<file path="src/rtl/uart_rx.sv">
// UART receiver: 1 start bit, BIT_NUM data bits LSB first, 1 stop bit, CLK_CYCLES clocks per bit.
// Optional parity (extra bit between data and stop) is enabled by defining UART_RX_PARITY_EN.
module uart_rx #(
    parameter int unsigned CLK_CYCLES = 868,
    parameter int unsigned BIT_NUM    = 8
`ifdef UART_RX_PARITY_EN
    ,
    parameter bit          PARITY_ODD = 1'b0
`endif
) (
    input  logic               i_clk,
    input  logic               i_rst_n,
    input  logic               i_rx_data,
    output logic [BIT_NUM-1:0] o_data,
    output logic               o_valid,
    output logic               o_frame_err,
`ifdef UART_RX_PARITY_EN
    output logic               o_parity_err,
`endif
    output logic               o_busy
);

    localparam int IDX_W = $clog2(BIT_NUM);
    localparam logic [15:0]      HALF_LAST = 16'(CLK_CYCLES / 2 - 1);
    localparam logic [15:0]      BIT_LAST  = 16'(CLK_CYCLES - 1);
    localparam logic [IDX_W-1:0] IDX_LAST  = IDX_W'(BIT_NUM - 1);

    typedef enum logic [2:0] {
        S_IDLE,
        S_START,
        S_DATA,
`ifdef UART_RX_PARITY_EN
        S_PARITY,
`endif
        S_STOP
    } state_t;

    state_t             r_state, w_state;
    logic               r_sync1, r_rx_s, r_rx_prev;
    logic [15:0]        r_cnt, w_cnt;
    logic [IDX_W-1:0]   r_idx, w_idx;
    logic [BIT_NUM-1:0] r_shift, w_shift;
    logic [BIT_NUM-1:0] r_data, w_data;
    logic               r_valid, w_valid;
    logic               r_frame_err, w_frame_err;
    logic               r_par, w_par;
    logic               r_parity_err, w_parity_err;
    logic               w_par_bad;

    // Synchroniser flops idle high so reset never looks like a start edge
    always_ff @(posedge i_clk or negedge i_rst_n) begin
        if (!i_rst_n) begin
            r_sync1   <= 1'b1;
            r_rx_s    <= 1'b1;
            r_rx_prev <= 1'b1;
        end else begin
            r_sync1   <= i_rx_data;
            r_rx_s    <= r_sync1;
            r_rx_prev <= r_rx_s;
        end
    end

    always_ff @(posedge i_clk or negedge i_rst_n) begin
        if (!i_rst_n) begin
            r_state      <= S_IDLE;
            r_cnt        <= '0;
            r_idx        <= '0;
            r_shift      <= '0;
            r_data       <= '0;
            r_valid      <= 1'b0;
            r_frame_err  <= 1'b0;
            r_par        <= 1'b0;
            r_parity_err <= 1'b0;
        end else begin
            r_state      <= w_state;
            r_cnt        <= w_cnt;
            r_idx        <= w_idx;
            r_shift      <= w_shift;
            r_data       <= w_data;
            r_valid      <= w_valid;
            r_frame_err  <= w_frame_err;
            r_par        <= w_par;
            r_parity_err <= w_parity_err;
        end
    end

`ifdef UART_RX_PARITY_EN
    assign w_par_bad = r_par != ((^r_shift) ^ PARITY_ODD);
`else
    assign w_par_bad = 1'b0;
`endif

    always_comb begin
        w_state      = r_state;
        w_cnt        = r_cnt + 16'd1;
        w_idx        = r_idx;
        w_shift      = r_shift;
        w_data       = r_data;
        w_valid      = 1'b0;
        w_frame_err  = 1'b0;
        w_par        = r_par;
        w_parity_err = 1'b0;
        case (r_state)
            S_IDLE: begin
                w_cnt = '0;
                if (r_rx_prev && !r_rx_s) w_state = S_START;
            end
            S_START: begin
                if (r_cnt == HALF_LAST) begin
                    w_cnt   = '0;
                    w_idx   = '0;
                    w_state = r_rx_s ? S_IDLE : S_DATA;
                end
            end
            S_DATA: begin
                if (r_cnt == BIT_LAST) begin
                    w_cnt   = '0;
                    w_shift = {r_rx_s, r_shift[BIT_NUM-1:1]};
                    if (r_idx == IDX_LAST) begin
                        w_idx   = '0;
`ifdef UART_RX_PARITY_EN
                        w_state = S_PARITY;
`else
                        w_state = S_STOP;
`endif
                    end else begin
                        w_idx = r_idx + IDX_W'(1);
                    end
                end
            end
`ifdef UART_RX_PARITY_EN
            S_PARITY: begin
                if (r_cnt == BIT_LAST) begin
                    w_cnt   = '0;
                    w_par   = r_rx_s;
                    w_state = S_STOP;
                end
            end
`endif
            S_STOP: begin
                // Leaving at mid stop bit lets a back-to-back start edge be caught
                if (r_cnt == BIT_LAST) begin
                    w_cnt   = '0;
                    w_state = S_IDLE;
                    if (!r_rx_s) begin
                        w_frame_err = 1'b1;
                    end else if (w_par_bad) begin
                        w_parity_err = 1'b1;
                    end else begin
                        w_valid = 1'b1;
                        w_data  = r_shift;
                    end
                end
            end
            default: w_state = S_IDLE;
        endcase
    end

    assign o_data      = r_data;
    assign o_valid     = r_valid;
    assign o_frame_err = r_frame_err;
    assign o_busy      = (r_state != S_IDLE);
`ifdef UART_RX_PARITY_EN
    assign o_parity_err = r_parity_err;
`endif

endmodule

</file>
<file path="config.mk">
export PLATFORM = sky130hd
export DESIGN_NAME = uart_rx
export DESIGN_NICKNAME = d
export VERILOG_FILES = /design/src/rtl/uart_rx.sv
export SDC_FILE = /design/constraint.sdc
export NUM_CORES = 1
export LEC_CHECK = 0
export CORE_MARGIN = 2
export CORE_UTILIZATION = 47
export CTS_CLUSTER_DIAMETER = 80
export DETAILED_ROUTE_END_ITERATION = 8
export PLACE_DENSITY = 0.75
export SLEW_MARGIN = 30
export SYNTH_ARGS = -nofsm -noshare
export SYNTH_HDL_FRONTEND = slang
export SYNTH_SLANG_ARGS = --single-unit
</file>
<file path="constraint.sdc">
create_clock -name i_clk -period 6.1 [get_ports i_clk]
set_clock_uncertainty 0.2 [all_clocks]
set_input_delay 0.915 -clock i_clk [delete_from_list [all_inputs] [get_ports i_clk]]
set_output_delay 0.915 -clock i_clk [all_outputs]
set_load 0.01 [all_outputs]
</file>
==> impl_metrics.toml <==
[power_and_ir_drop]
p_seq_share_pct = 55.5
p_sw_share_pct = 27.7
switching_power_uw = 162
ir_drop_mv = 0.124
pwr_density_cell_nw_per_um2 = 263
power_frac_comb_pct = 13.0
p_int_uw = 421
clkPwrFrac_pct = 31.4
p_leak_uw = 0.000971

[worst_setup_path]
crit_chain = "or2_2 > clkdlybuf4s50_1"
r2r_cells = 5
reg2reg_to = "r_shift[0]"
r2r_setup_slack_ns = 3.74
crit_path_end_kind = "primary output"
path_class = "flip-flop to primary output"
worstPathRequired_ns = 4.98
critical_path.max_stage_delay_ns = 0.48
cp.arrival_ns = 1.58
crit_fanout = 8
worstSetupStartpointType = "flip-flop"
r2r_start = "r_cnt[0]"
cpMaxStageDelayCell = "clkdlybuf4s50_1"

[synth]
avgSynthCellArea_um2 = 12.2
syn_nets = 169
synth-simple-area-share_pct = 19.1
ys_ff_latch = 42
synthTopCellsByCount = "dfrtp_1, nor2_1, xnor2_1"
synth_compound_area_share_pct = 2.53
synth_top_family_by_area = "simple AND/OR/NAND/NOR gates"
synthTopCellsByArea = "dfrtp_1, mux2_4, xnor2_1"
synth.top_cell.area_share_pct = 49.3
synthFlopType = "dfrtp_1"
ys_seq_area_share_pct = 53.3
synth_edf_count = 0
ys.warnings.count = 0
synth_xor_area_share_pct = 6.19
yosys.area.top_type = "dfrtp_1"
syn_inst = 162
synth.area.mux_share_pct = 12.6
async_reset_ff_share_pct = 100
syn_area_um2 = 1980
synth_fa_ha_area_share_pct = 2.53
synth_most_common_cell = "dfrtp_1"
synth.distinct_cells = 36

[floorplan]
die_area_um2 = 4750
io_pins = 14
core_area_um2 = 4030
initial_utilization_pct = 49.1
fp-row-count = 23
die_w_um = 68.9
die_y_um = 68.9

[route]
drc = 0
via_per_inst = 5.49
num_vias = 1252
postRouteAntennaNets = 0
drt-total-wl_mm = 3.50
wl_per_cell_um = 15.3
drtIter0Drc = 52
firstDrtPassIters = 4

[finish]
seqCellArea_um2 = 1050
stdcell_count = 228
nFillCells = 341
n_antenna_cell = 0
layout-drive-gt1-share_pct = 16.3
area.growth.synth_to_final_pct = 11.8
multi_input_area_um2 = 851
fin_nets = 184

[sta]
setup_slack_ns = 3.40
fin_setup_tns_ns = 0
fin_hold_ws_ns = 0.153
setup_viol = 0
tightest_slew_ns = 0.713
rsz0062_at_grt = "no"
min_period_ns = 2.70
layout_worst_path_cycle_share_pct = 44.2
slew_violations = 0
slew_headroom_pct = 52.5
clock.fmax_mhz = 371
hold_viol = 0

[clock_tree]
cts_setup_buffers = 0
worstSkewPairLatency_ns = 0.29
htree_levels = 2
cts_buffers = 5
clk_transition_reported_paths_ns = 0.08
cts_resized = 0
cts_hold_buf = 0
cts_tree = "yes"
clkSinkCount = 42
cts_root_buffer = "clkbuf_8"
cts_buffer_depth = 2

[place]
place_ws_ns = 3.73
port_buffers = 13
gp_congestion = 0.879
hpwlAfterDp_mm = 2.50
placedCellCount = 220

[global_routing]
grt_max_degree = 43
overflow = 0
grt_pass1_vias = 1232
antenna_found_initial = 0
grt_pass1_wl_mm = 5.71
grtUsageTotal_pct = 16.9

[hold_path]
whs_path_depth = 0
hp-class = "flip-flop to flip-flop"
min_to = "r_rx_s"
hold_path_startpoint = "r_sync1"

[flow_run]
maxCapViolations = 0

[status]
status = "finished clean"
-- metrics by stage --
stage | util (%) | instance area (um^2) | total power [uW]
2_1_floorplan | - | 1980 | 379
3_3_place_gp | 52.5 | 2120 | 400
4_1_cts | 54.9 | 2210 | 590
5_1_grt | 54.9 | 2210 | 616
6_report | 54.9 | 2210 | 583
3_5_place_dp | 52.5 | 2120 | 405
-- critical path, delay by kind of cell (launching register included) --
kind | cells | cell delay [ns]
and+or+nand+nor | 1 | 0.34
buffers and inverters | 1 | 0.48
DFF | 1 | 0.47
-- area by class of cell --
type                            count  area share (%)
Clock buffer                        6            3.73
Clock inverter                      2           0.565
Inverter                            6            1.02
Multi-Input combinational cell    109            38.4
Sequential cell                    42            47.7
Tap cell                           50            2.83
Timing Repair Buffer               13            5.77
-- registers in the layout, indices dropped and copies added, names as in the netlist --
register	cells
o_data	8
o_frame_err	1
o_valid	1
r_cnt	16
r_idx	3
r_rx_prev	1
r_rx_s	1
r_shift	8
r_state	2
r_sync1	1
-- cell families after synthesis --
group / after synthesis
buf+inv: 11
fa+ha+maj: 4
mux: 20
xor+xnor: 14
simple gates: 64
flops: 42
compound gates: 7
-- cells in the final DEF, fill, tap and decap left out, drive strengths merged, types with 4 or more instances in the layout --
cell type	n
inv	6
mux2i	4
nor4	6
nor2	20
nand4	7
dfrtp	39
nand2	7
mux2	16
nand3	5
clkdlybuf4s50	12
ha	4
nor3	5
clkbuf	6
xnor2	13
-- power by group through the flow --
stage	registers [uW]	clock network (uW)	logic, uW
6_report	324	183	75.9
5_1_grt	327	202	86.1
4_1_cts	324	190	76.4
3_5_place_dp	329	0	75.9
3_3_place_gp	327	0	72.6
2_1_floorplan	323	0	56.0
-- metal layers --
metal / GRT usage (%) / routed length [um] / vias to the layer above
li1: - / - / 601
met5: 0 / 0 / -
met3: 5.52 / 121 / 6
met1: 19.7 / 1580 / 623
met2: 27.5 / 1730 / 22
met4: 9.31 / 73 / 0
-- worst max-delay path by stage --
stage,startpoint,end
after floorplan,r_cnt[0],r_shift[2]
after global placement,r_state[1],o_busy
after detailed placement,r_state[1],o_busy
after CTS,r_state[1],o_busy
after global routing,r_state[1],o_busy
final,r_state[1],o_busy
(Power assumes the default switching activity.)
